## config.mk

```make
export PLATFORM = sky130hd
export DESIGN_NAME = sine_sweep_ctrl_flat
export DESIGN_NICKNAME = d
export VERILOG_FILES = /design/src/rtl/sine_sweep_ctrl_if.sv /design/src/rtl/sine_sweep_ctrl.sv /design/src/flat_wrapper.sv
export SDC_FILE = /design/constraint.sdc
export NUM_CORES = 1
export LEC_CHECK = 0
export CORE_UTILIZATION = 30
export CTS_BUF_LIST = sky130_fd_sc_hd__clkbuf_4
export DETAILED_ROUTE_END_ITERATION = 6
export PLACE_DENSITY_LB_ADDON = 0.15
export SKIP_CTS_REPAIR_TIMING = 1
export SLEW_MARGIN = 5
export SYNTH_ARGS = -nofsm -noshare
export SYNTH_HDL_FRONTEND = slang
export SYNTH_SLANG_ARGS = --single-unit
```

## constraint.sdc

```tcl
create_clock -name clk -period 7.6 [get_ports clk]
set_input_delay 1.14 -clock clk [delete_from_list [all_inputs] [get_ports clk]]
set_output_delay 1.14 -clock clk [all_outputs]
set_load 0.03 [all_outputs]
```

## src/rtl/sine_sweep_ctrl_if.sv

```systemverilog
// Control/status bundle between the register block (master) and the sweep
// sequencer (slave), including the frequency word fed to the sine generator.
interface sine_sweep_ctrl_if #(
  parameter int DW = 12,
  parameter int CW = 16
);
  logic          start;
  logic          abort;
  logic          mode;
  logic [DW-1:0] f_start;
  logic [DW-1:0] f_stop;
  logic [DW-1:0] f_step;
  logic [CW-1:0] dwell;
  logic [DW-1:0] delta;
  logic          phase_clr;
  logic          busy;
  logic          done;
  logic          wrap;

  modport master (
    output start, abort, mode, f_start, f_stop, f_step, dwell,
    input  delta, phase_clr, busy, done, wrap
  );

  modport slave (
    input  start, abort, mode, f_start, f_stop, f_step, dwell,
    output delta, phase_clr, busy, done, wrap
  );
endinterface

```

## src/rtl/sine_sweep_ctrl.sv

```systemverilog
// Frequency-sweep sequencer: steps the generator's delta word from f_start to
// f_stop, holding each value dwell+1 cycles, in single-shot or sawtooth mode.
module sine_sweep_ctrl #(
  parameter int DW = 12,
  parameter int CW = 16
) (
  input  logic            clk,
  input  logic            rst,
  sine_sweep_ctrl_if.slave bus
);

  typedef enum logic {IDLE, RUN} state_t;

  state_t        state, state_n;
  logic [DW-1:0] delta_q, delta_n;
  logic [CW-1:0] cnt, cnt_n;
  logic          busy_q, busy_n;
  logic          phase_clr_q, phase_clr_n;
  logic          done_q, done_n;
  logic          wrap_q, wrap_n;
  logic          load;

  // Configuration captured at start acceptance; inputs are ignored during RUN.
  logic [DW-1:0] sh_start, sh_stop, sh_step;
  logic [CW-1:0] sh_dwell;
  logic          sh_mode;
  logic          sh_up;

  logic [DW:0]   sum, diff;
  logic [DW-1:0] next_val;
  logic          end_pt;

  // Extra MSB catches carry/borrow so the sweep clamps to stop instead of
  // wrapping through 0 or 2^DW.
  always_comb begin
    sum  = {1'b0, delta_q} + {1'b0, sh_step};
    diff = {1'b0, delta_q} - {1'b0, sh_step};
    if (sh_up)
      next_val = (sum[DW] || (sum[DW-1:0] > sh_stop)) ? sh_stop : sum[DW-1:0];
    else
      next_val = (diff[DW] || (diff[DW-1:0] < sh_stop)) ? sh_stop : diff[DW-1:0];
    end_pt = (delta_q == sh_stop) || (sh_step == '0);
  end

  // NOTE: every signal gets a default before the case so no path leaves one
  // unassigned; an unassigned path in always_comb would infer a latch.
  always_comb begin
    state_n     = state;
    delta_n     = delta_q;
    cnt_n       = cnt;
    busy_n      = busy_q;
    phase_clr_n = 1'b0;
    done_n      = 1'b0;
    wrap_n      = 1'b0;
    load        = 1'b0;
    unique case (state)
      IDLE: begin
        if (bus.start && !bus.abort) begin
          state_n     = RUN;
          load        = 1'b1;
          delta_n     = bus.f_start;
          cnt_n       = bus.dwell;
          busy_n      = 1'b1;
          phase_clr_n = 1'b1;
        end
      end
      RUN: begin
        if (bus.abort) begin
          state_n = IDLE;
          delta_n = '0;
          cnt_n   = '0;
          busy_n  = 1'b0;
        end else if (cnt != '0) begin
          cnt_n = cnt - CW'(1);
        end else if (end_pt) begin
          if (!sh_mode) begin
            state_n = IDLE;
            delta_n = '0;
            busy_n  = 1'b0;
            done_n  = 1'b1;
          end else begin
            delta_n = sh_start;
            cnt_n   = sh_dwell;
            wrap_n  = 1'b1;
          end
        end else begin
          delta_n = next_val;
          cnt_n   = sh_dwell;
        end
      end
      default: state_n = IDLE;
    endcase
  end

  // NOTE: sequential state uses non-blocking assignments so every register
  // samples the pre-edge values regardless of statement order.
  // NOTE: the shadow registers are reset too, so a post-reset sweep can never
  // run on stale configuration.
  always_ff @(posedge clk or posedge rst) begin
    if (rst) begin
      state       <= IDLE;
      delta_q     <= '0;
      cnt         <= '0;
      busy_q      <= 1'b0;
      phase_clr_q <= 1'b0;
      done_q      <= 1'b0;
      wrap_q      <= 1'b0;
      sh_start    <= '0;
      sh_stop     <= '0;
      sh_step     <= '0;
      sh_dwell    <= '0;
      sh_mode     <= 1'b0;
      sh_up       <= 1'b0;
    end else begin
      state       <= state_n;
      delta_q     <= delta_n;
      cnt         <= cnt_n;
      busy_q      <= busy_n;
      phase_clr_q <= phase_clr_n;
      done_q      <= done_n;
      wrap_q      <= wrap_n;
      if (load) begin
        sh_start <= bus.f_start;
        sh_stop  <= bus.f_stop;
        sh_step  <= bus.f_step;
        sh_dwell <= bus.dwell;
        sh_mode  <= bus.mode;
        sh_up    <= (bus.f_stop >= bus.f_start);
      end
    end
  end

  assign bus.delta     = delta_q;
  assign bus.phase_clr = phase_clr_q;
  assign bus.busy      = busy_q;
  assign bus.done      = done_q;
  assign bus.wrap      = wrap_q;

endmodule

```

## src/flat_wrapper.sv

```systemverilog
// flat-port wrapper written by rule: the top's interface ports become plain ports
module sine_sweep_ctrl_flat 
#(
  parameter int DW = 12,
  parameter int CW = 16
)
  (clk, rst, bus_start, bus_abort, bus_mode, bus_f_start, bus_f_stop, bus_f_step, bus_dwell, bus_delta, bus_phase_clr, bus_busy, bus_done, bus_wrap);
  sine_sweep_ctrl_if #(.DW(DW), .CW(CW)) bus_i ();
  input  logic clk;
  input  logic rst;
  input wire logic [$bits(bus_i.start)-1:0] bus_start;
  input wire logic [$bits(bus_i.abort)-1:0] bus_abort;
  input wire logic [$bits(bus_i.mode)-1:0] bus_mode;
  input wire logic [$bits(bus_i.f_start)-1:0] bus_f_start;
  input wire logic [$bits(bus_i.f_stop)-1:0] bus_f_stop;
  input wire logic [$bits(bus_i.f_step)-1:0] bus_f_step;
  input wire logic [$bits(bus_i.dwell)-1:0] bus_dwell;
  output wire logic [$bits(bus_i.delta)-1:0] bus_delta;
  output wire logic [$bits(bus_i.phase_clr)-1:0] bus_phase_clr;
  output wire logic [$bits(bus_i.busy)-1:0] bus_busy;
  output wire logic [$bits(bus_i.done)-1:0] bus_done;
  output wire logic [$bits(bus_i.wrap)-1:0] bus_wrap;
  assign bus_i.start = bus_start;
  assign bus_i.abort = bus_abort;
  assign bus_i.mode = bus_mode;
  assign bus_i.f_start = bus_f_start;
  assign bus_i.f_stop = bus_f_stop;
  assign bus_i.f_step = bus_f_step;
  assign bus_i.dwell = bus_dwell;
  assign bus_delta = bus_i.delta;
  assign bus_phase_clr = bus_i.phase_clr;
  assign bus_busy = bus_i.busy;
  assign bus_done = bus_i.done;
  assign bus_wrap = bus_i.wrap;
  sine_sweep_ctrl #(.DW(DW), .CW(CW)) u_core (.clk(clk), .rst(rst), .bus(bus_i));
endmodule
```

==> results.sh <==
export IMPL_cts_root_buf="clkbuf_4"
export IMPL_slew_violations=0
export IMPL_postRouteAntennaNets=0
export IMPL_synth_top_area_cell="dfrtp_1"
export IMPL_syn_area_um2=6500
export IMPL_path_clk_slew_ns=0.19
export IMPL_relSlewSlack_pct=26.5
export IMPL_area_growth_pct=16.5
export IMPL_status="complete, but fails checks"
export IMPL_cts_buffer_depth=2
export IMPL_multiInputGateArea_um2=3950
export IMPL_dieArea_um2=22300
export IMPL_p_per_area_nw_per_um2=372
export IMPL_cts_tree="yes"
export IMPL_synth_top_area_share_pct=33.5
export IMPL_finalCriticalPeriod_ns=4.37
export IMPL_setup_viol_count_final=0
export IMPL_grt_pass1_wl_mm=30.9
export IMPL_rsz0062_at_grt="false"
export IMPL_critPathRequiredTime_ns=7.98
export IMPL_syn_inst=784
export IMPL_cts_made_buffers=9
export IMPL_maxCapViolations=0
export IMPL_drive_gt1_share_pct=5.35
export IMPL_syn_avg_cell_area_um2=8.29
export IMPL_ys_ff_latch=87
export IMPL_ys_warn_count=0
export IMPL_cts_max_level=3
export IMPL_worstPathArrival_ns=4.75
export IMPL_core_area_um2=21200
export IMPL_fillers=2257
export IMPL_drc_errors=1
export IMPL_synthTopCellsByArea="dfrtp_1, ha_1, nand2_1"
export IMPL_drtIter0Drc=313
export IMPL_critPathMaxFanout=14
export IMPL_synth_edf_count=0
export IMPL_gp_congestion=0.797
export IMPL_fmax_ghz=0.229
export IMPL_grt_max_degree=55
export IMPL_whs_path_depth=2
export IMPL_vias_per_cell=4.97
export IMPL_die_w_um=149
export IMPL_post_dp_cell_area_um2=7440
export IMPL_num_io_pins=73
export IMPL_drt_wirelength_per_cell_um=17.5
export IMPL_failed_checks="design-rule violations"
export IMPL_portBuffers=72
export IMPL_grt_antenna_before_repair=1
export IMPL_seqCellArea_um2=2180
export IMPL_end_kind="flop"
export IMPL_num_rows=53
export IMPL_worst_skew_pair_late_latency_ns=0.50
export IMPL_clock_skew_ns=0.0277
export IMPL_grt_overflow_total=0
export IMPL_start_util_pct=30.7
export IMPL_syn_num_nets=904
export IMPL_hold_violations=0
export IMPL_worst_pin_slew_ns=1.10
export IMPL_min_path_type="flop to flop"
export IMPL_path_class="flop to flop"
export IMPL_worstRegToRegCells=15
export IMPL_grt_pass1_vias=5347
export IMPL_yosysMostFrequentCell="nand2_1"
export IMPL_cp_start_kind="flop"
export IMPL_stdcell_area_um2=7570
export IMPL_p_leak_nw=3.26
export IMPL_async_flop_share_pct=100
export IMPL_dr_pass1_iters=7
export IMPL_seq_area_frac_synth_pct=33.5
export IMPL_min_period_over_period_pct=57.5
export IMPL_synth_flop_cell="dfrtp_1"
export IMPL_fp_dieH_um=149
export IMPL_routed_wl_mm=19.5
export IMPL_clock_sinks=87
export IMPL_synth_common_cells="nand2_1, dfrtp_1, nor2_1"
export IMPL_grt_total_usage_pct=18.3
export IMPL_vdd_ir_drop_max_v=0.000183
export IMPL_vias=5546
export IMPL_nets=956
export IMPL_tns_ns=0
export IMPL_dpl_hpwl_mm=14.6
export IMPL_synth_cell_type_count=66
critical path, cell delays in order (launching register included):
cell	delay (ns)
dfrtp_1	0.54
ha_1	0.35
nor2b_1	0.14
o31a_1	0.28
o41a_1	0.37
a21oi_1	0.27
xnor2_1	0.21
ha_1	0.30
o21ai_0	0.08
o21ai_0	0.10
o211ai_1	0.10
a31oi_1	0.12
o21ai_2	0.71
mux2i_1	0.26
nor3_1	0.06
or3_1	0.35
path summary, 6_finish.rpt:
check                                         start              endpoint  slack, ns
worst max register to register  u_core.bus.delta[1]  u_core.bus.delta[11]       3.23
min in group asynchronous                       rst    u_core.sh_start[4]       1.03
worst min-delay path             u_core.sh_dwell[3]    u_core.sh_dwell[3]       0.50
worst min register to register   u_core.sh_dwell[3]    u_core.sh_dwell[3]       0.50
worst max-delay path            u_core.bus.delta[1]  u_core.bus.delta[11]       3.23
max in group asynchronous                       rst     u_core.sh_step[1]       5.37
report_power, final:
part	switching (mW)	total [mW]	leakage [nW]	internal (mW)
logic	1.06	1.82	2.14	0.769
clock network	0.203	0.278	0.0616	0.0754
registers	0.149	0.718	1.06	0.569
area by class of cell:
cell class	instances	share of cell area, %
multi-input cells	608	52.2
flip-flops and latches	87	28.8
repair buffers	80	10.3
well taps	275	4.54
inverters	50	2.50
clock buffers	10	0.991
clock inverters	6	0.677
diodes	1	0.0330
metrics by stage:
stage	power [mW]	instances	hold slack, ns	util [%]	setup slack (ns)
finish	2.82	1117	0.497	35.8	3.23
global route	3.06	1117	0.534	35.8	2.90
global placement	2.55	1100	0.461	35.2	3.26
CTS	2.84	1116	0.503	35.8	3.23
detailed placement	2.54	1100	0.464	35.2	3.29
floorplan	2.07	784	0.446	-	3.79
layout by cell type (no fill, tap or decap), drive strengths merged, types with 4 or more instances in the layout:
| master | instances |
|---|---|
| a211oi | 15 |
| a21o | 5 |
| a21oi | 48 |
| a31oi | 11 |
| a32oi | 4 |
| buf | 8 |
| clkbuf | 10 |
| clkdlybuf4s50 | 72 |
| dfrtp | 87 |
| ha | 61 |
| inv | 51 |
| mux2i | 20 |
| nand2 | 127 |
| nand2b | 5 |
| nand3 | 14 |
| nand4 | 9 |
| nor2 | 77 |
| nor2b | 12 |
| nor3 | 22 |
| nor4 | 8 |
| o2111ai | 7 |
| o211ai | 8 |
| o21a | 5 |
| o21ai | 63 |
| o21bai | 4 |
| o221a | 5 |
| o22a | 4 |
| or3 | 6 |
| xnor2 | 32 |
| xor2 | 7 |
per-layer routing:
layer | track usage, % | routed length [µm] | vias to the layer above
met2 | 26.3 | 8100 | 116
met4 | 3.52 | 185 | 0
met3 | 3.18 | 784 | 14
met5 | 0 | 0 | -
met1 | 28.1 | 10400 | 2570
li1 | - | - | 2846
kinds of logic (layout without fill, tap and decap cells):
kind of cell    after synthesis  count (layout)  synth area share, %
simple gates                287             287                 19.7
other cells                   0               1                    0
compound gates              199             199                 20.3
buf+inv                      89             146                 5.77
fa+ha+maj                    63              63                 12.4
flops                        87              87                 33.5
xor+xnor                     39              39                 5.25
mux                          20              20                 3.08
registers in the layout, indices dropped and copies added, names as in the netlist, 12 cells and up:
register	cells
u_core.cnt	16
u_core.sh_stop	12
u_core.sh_dwell	16
u_core.sh_start	12
u_core.sh_step	12
u_core.bus.delta	12
Power figures use the tool's default switching activity.
==> edit 1 (same settings) <==
`CW` is set to 16 in 3 places; all go to 24.
--- a/src/rtl/sine_sweep_ctrl_if.sv
+++ b/src/rtl/sine_sweep_ctrl_if.sv
@@ -2,7 +2,7 @@
 // sequencer (slave), including the frequency word fed to the sine generator.
 interface sine_sweep_ctrl_if #(
   parameter int DW = 12,
-  parameter int CW = 16
+  parameter int CW = 24
 );
   logic          start;
   logic          abort;
--- a/src/rtl/sine_sweep_ctrl.sv
+++ b/src/rtl/sine_sweep_ctrl.sv
@@ -2,7 +2,7 @@
 // f_stop, holding each value dwell+1 cycles, in single-shot or sawtooth mode.
 module sine_sweep_ctrl #(
   parameter int DW = 12,
-  parameter int CW = 16
+  parameter int CW = 24
 ) (
   input  logic            clk,
   input  logic            rst,
--- a/src/flat_wrapper.sv
+++ b/src/flat_wrapper.sv
@@ -2,7 +2,7 @@
 module sine_sweep_ctrl_flat 
 #(
   parameter int DW = 12,
-  parameter int CW = 16
+  parameter int CW = 24
 )
   (clk, rst, bus_start, bus_abort, bus_mode, bus_f_start, bus_f_stop, bus_f_step, bus_dwell, bus_delta, bus_phase_clr, bus_busy, bus_done, bus_wrap);
   sine_sweep_ctrl_if #(.DW(DW), .CW(CW)) bus_i ();
Interface: changed (resized bus_dwell); port bits go from 73 to 81. No check against the original RTL was run, so the function may have changed too.
==> edit 1 against the unedited design <==
  * Worst setup slack got worse by 720 ps
  * Critical path type unchanged
  * Wire length rose by 13%
  * Largest cell class unchanged
  * Non-clock buffer count rose by 9
  * Core utilization rose by 0.34 points
  * Largest power group unchanged
  * Area after synthesis rose by 13%
  * Cell area rose by 13%
  * Power fell by 17%
  * Sequential cell count rose by 16
==> edit 1: results (changes against the unedited design) <==
| Metric | Value |
|---|---|
| Status | `finished clean` |
| Post-synthesis sequential area ratio | `0.3505 (+0.01565)` |
| Tightest Pin Transition | `831.7 ps (-267.9 ps)` |
| Static Leak | `3.719 nW (+14%)` |
| Met1 Track Usage GR | `0.2667 (-0.01455)` |
| Biggest regs | `u_core.cnt (24), u_core.sh_dwell (24)` |
| Post-synth top area share | `0.3505 (+0.01565)` |
| Worst vdd ir | `0.1258 mV (-31%)` |
| Total GRT Usage | `0.1846 (+0.002007)` |
| Largest cells by area after synthesis | `dfrtp_1 35%, ha_1 10%, nand2_1 6.9%` |
| Pre-CTS setup slack | `2607 ps (-679.2 ps)` |
| Switching Power | `1.078 mW (-23%)` |
| First-pass GRT wire length | `35040 um (+14%)` |
| DRT Pass-1 Iters | `5 (-2)` |
| Ratio of cells with drive above 1 in the final layout | `0.04941 (-0.004098)` |
| Worst-path clk slew | `230 ps (+40 ps)` |
| Clk_skew | `43.84 ps (+16.12 ps)` |
| Vias in the first global route | `6169 (+15%)` |
| IO buf count | `80 (+11%)` |
| Met3 Track Usage GR | `0.02450 (-0.007308)` |
| Syn Nets | `1000 (+11%)` |
| Final GP Congestion | `0.8977 (+13%)` |
| Fill cell count | `2476 (+9.7%)` |
| GRT met2 Usage | `0.2888 (+0.02629)` |
| Nets | `1054 (+10%)` |
| Final wirelength | `22110 um (+13%)` |
| Via density | `4.998 (+0.65%)` |
[edit 1: final cells by class]
type                       instances  area (sq um)  area share
antenna                            1         2.502   0.0002915
clock buffer                       9         67.56    0.007872
tap                              319         399.1     0.04650
sequential                       103          2577      0.3003
multi-input combinational        665          4354      0.5073
inverter                          58         220.2     0.02566
clock inverter                     7         93.84     0.01093
timing repair buffer              89         868.3      0.1012
[edit 1: final timing paths]
check | startpoint | end | slack, ps | cells past startpoint
max in group asynchronous | rst | u_core.cnt[17] | 5300 | 3
setup reg to reg | u_core.bus.delta[0] | u_core.bus.delta[0] | 2500 | 18
setup / recovery | u_core.bus.delta[0] | u_core.bus.delta[0] | 2500 | 18
hold / removal | u_core.sh_dwell[23] | u_core.sh_dwell[23] | 500 | 2
min in group asynchronous | rst | u_core.sh_dwell[6] | 1060 | 2
hold reg to reg | u_core.sh_dwell[23] | u_core.sh_dwell[23] | 500 | 2
[edit 1: critical path, cell delays in order (launching register included)]
cell      delay (ps)
dfrtp_1          480
inv_1             80
ha_1             160
inv_1             50
fa_1             420
a211oi_1         330
o21a_1           240
o31ai_1          100
a211oi_1         280
nor3_1           130
ha_1             350
and4_1           230
nand2_1           50
or4_1            530
a22oi_1          700
buf_4            300
mux2i_1           90
and3_1           190
or3_1            290
[edit 1: through the flow]
step                      area, sq um  std cells    util
final                            8583       1251  0.3614
after global routing             8583       1251  0.3614
after CTS                        8581       1250  0.3613
after detailed placement         8419       1234  0.3545
after global placement           8419       1234  0.3545
after floorplan                  7353        872       -
[edit 1: power by group through the flow]
stage          clock network [mW]  logic [mW]  registers [mW]
2_1_floorplan                   0       0.860           0.763
3_3_place_gp                    0        1.24           0.769
3_5_place_dp                    0        1.22           0.770
4_1_cts                     0.345        1.23           0.760
5_1_grt                     0.361        1.38           0.776
6_report                    0.329        1.24           0.760
[edit 1: kinds of logic after synthesis]
| kind of cell | after synthesis | synth area share |
|---|---|---|
| XOR/XNOR | 40 | 0.04764 |
| flip-flops | 103 | 0.3505 |
| adder cells (fa/ha/maj) | 63 | 0.1092 |
| AO/OA/AOI/OAI | 224 | 0.1967 |
| multiplexers | 30 | 0.04084 |
| AND/OR/NAND/NOR | 308 | 0.1957 |
| buffers and inverters | 104 | 0.05938 |
[edit 1: layer usage]
layer  routed length [um]  part of all wire
met3                  718             0.032
met2                 9949              0.45
met1                11140              0.50
met4                  296             0.013
met5                    0                 0
==> edit 2 (same flow settings) <==
Made on the original files. Reset style: synchronous (`rst`), changed in one clocked block.
--- a/src/rtl/sine_sweep_ctrl.sv
+++ b/src/rtl/sine_sweep_ctrl.sv
@@ -96,7 +96,7 @@
   // samples the pre-edge values regardless of statement order.
   // NOTE: the shadow registers are reset too, so a post-reset sweep can never
   // run on stale configuration.
-  always_ff @(posedge clk or posedge rst) begin
+  always_ff @(posedge clk) begin
     if (rst) begin
       state       <= IDLE;
       delta_q     <= '0;
Check against the original RTL: differs if rst is asserted again (counterexample within 4 cycles, from zero or initial values and one cycle with rst high); with rst held inactive, the same outputs for 4 cycles.
==> edit 2 against the unedited design <==
  * The flow still finishes with violations (design-rule violations)
  * Synthesized cell count increased by 9.9%
  * Worst setup slack got worse by 66 ps
  * Sequential cell count unchanged
  * Sequential share of layout area shrank 5.4 points
  * Area after synthesis down 1.4%
  * Cell area is 1.4% lower
  * Maximum frequency shrank 1.5%
  * Wire length is 6.5% higher
  * Core utilization decreased by 0.18 points
  * Critical path depth up 2
  * Critical endpoint is now u_core.bus.delta[9]
  * Highest routed layer unchanged
Power is not compared: it rests on default switching activity, and its combinational part moved more than twofold at a synthesized area within 25%.
==> edit 2: results (changes against the unedited design) <==
| Metric | Value |
|---|---|
| Status | `complete, but fails checks` |
| Violated checks | `design-rule violations` |
| Worst Setup EP | `u_core.bus.delta[9]` |
| Worst vdd ir | `around 0.076 mV` |
| DRC | `2 (+1)` |
| Post-DP HPWL | `15620 um (+7.3%)` |
| Largest cells by area after synthesis | `dfxtp_1 27%, ha_1 12%, nand2_1 8.8%` |
| Relative slew slack | `0.2809 (+0.01544)` |
| Root Driver | `clkbuf_4` |
| Synth cell count leaders | `151 x nand2_1, 89 x a21oi_1, 87 x dfxtp_1` |
| Top FF cell, synth | `dfxtp_1` |
| DRT Pass-1 Iters | `7 (unchanged)` |
| Via Count | `6089 (+9.8%)` |
| Flop2flop setup slack | `3160 ps (-70 ps)` |
| Final GP Congestion | `0.8684 (+9.0%)` |
| Count of distinct cell types in the synthesized netlist | `65 (-1.5%)` |
| Worst-case clock buffer depth | `2 (unchanged)` |
| Fill cell count | `2298 (+1.8%)` |
| CTS Buf Count | `9 (unchanged)` |
| Worst-path clk slew | `160 ps (-30 ps)` |
| Biggest regs | `u_core.cnt (16), u_core.sh_dwell (16)` |
| First-pass GRT wire length | `33230 um (+7.6%)` |
| Post-synth top area share | `0.2717 (-0.06321)` |
| Final wirelength | `20780 um (+6.5%)` |
| Nets | `1027 (+7.4%)` |
| Startpoint type of the worst setup path | `flip-flop` |
| Arr. time, crit path | `4850 ps (+100 ps)` |
| Syn Nets | `982 (+8.6%)` |
| R2R depth | `17 (+2)` |
| H-tree levels | `3 (unchanged)` |
| Static Leak | `just over 3 nW` |
| Post-synthesis sequential area ratio | `0.2717 (-0.06321)` |
| Initial antenna violation count | `1 (unchanged)` |
| Ratio of cells with drive above 1 in the final layout | `0.04934 (-0.004166)` |
| Max incr delay on CP | `490 ps (-220 ps)` |
| Critical Path Fanout Max | `9 (-5)` |
| Async set-or-reset flop fraction in the synthesized netlist | `0 (-1.000)` |
| CP top delay family | `compound AO/OA/AOI/OAI gates` |
| Hold WC Path Type | `flip-flop to flip-flop` |
| Reg-to-reg startpoint | `u_core.bus.delta[0]` |
| Clk_skew | `32.64 ps (+4.926 ps)` |
| Initial DRC count | `314 (+0.32%)` |
| Synthesis Warnings | `0 (unchanged)` |
| IO buf count | `72 (unchanged)` |
| Skew-Pair Late Insertion Delay | `500 ps (about the same)` |
| Vias in the first global route | `5925 (+11%)` |
| Total GRT Usage | `0.1975 (+0.01490)` |
| Pin count of the biggest net entering global routing | `58 (+5.5%)` |
| Worst path slowest cell | `a221o_1` |
edit 2: final cells by class:
type / count / area share
antenna: 1 / 0.0003353
multi-input combinational: 668 / 0.5702
clock inverter: 7 / 0.006203
inverter: 61 / 0.03068
sequential: 87 / 0.2335
tap: 275 / 0.04610
clock buffer: 9 / 0.009053
timing repair buffer: 80 / 0.1039
edit 2: worst min path at each step:
stage                                endpoint  slack (ps)  cells past startpoint                start
after floorplan           u_core.sh_dwell[10]         430                      2  u_core.sh_dwell[10]
after global placement     u_core.sh_dwell[9]         440                      2   u_core.sh_dwell[9]
after detailed placement   u_core.sh_dwell[8]         450                      2   u_core.sh_dwell[8]
after CTS                  u_core.sh_dwell[8]         470                      2   u_core.sh_dwell[8]
after global routing       u_core.sh_dwell[2]         480                      2   u_core.sh_dwell[2]
final                      u_core.sh_dwell[9]         460                      2   u_core.sh_dwell[9]
edit 2: stage by stage:
| step | total power [mW] | std cells | setup WS [ps] | instance area (sq um) |
|---|---|---|---|---|
| after detailed placement | 1.192 | 1171 | 3255 | 7347 |
| final | 1.443 | 1188 | 3161 | 7463 |
| after floorplan | 0.9928 | 862 | 3524 | 6411 |
| after global placement | 1.197 | 1171 | 3301 | 7347 |
| after global routing | 1.560 | 1188 | 2772 | 7463 |
| after CTS | 1.456 | 1187 | 3219 | 7461 |
edit 2: kinds of logic (layout without fill, tap and decap cells):
group	after synthesis	count (layout)	share of synthesized area
other	0	1	0
AND/OR/NAND/NOR	319	319	0.2315
adder cells (fa/ha/maj)	63	63	0.1253
multiplexers	18	18	0.02888
buffers and inverters	107	157	0.06538
flip-flops	87	87	0.2717
AO/OA/AOI/OAI	229	229	0.2240
XOR/XNOR	39	39	0.05328
edit 2: worst min-delay path: cells and delay by family (launching register included):
family,cells,cell delay [ps]
DFF,1,340
AOI/OAI and AO/OA,1,50
and+or+nand+nor,1,50
edit 2: routing by layer:
metal / part of all wire / vias up / wire [um] / global-route usage
met5: 0 / - / 0 / 0
met4: 0.018 / 0 / 378 / 0.06237
met1: 0.49 / 2861 / 10250 / 0.2717
met2: 0.46 / 110 / 9563 / 0.3195
met3: 0.029 / 22 / 595 / 0.02454
li1: - / 3096 / - / -
edit 2: power breakdown:
group	switching, mW	leakage (nW)	total (mW)	internal [mW]
registers	0.0383	0.712	0.523	0.484
logic	0.386	2.28	0.662	0.276
clock network	0.190	0.0622	0.258	0.0680
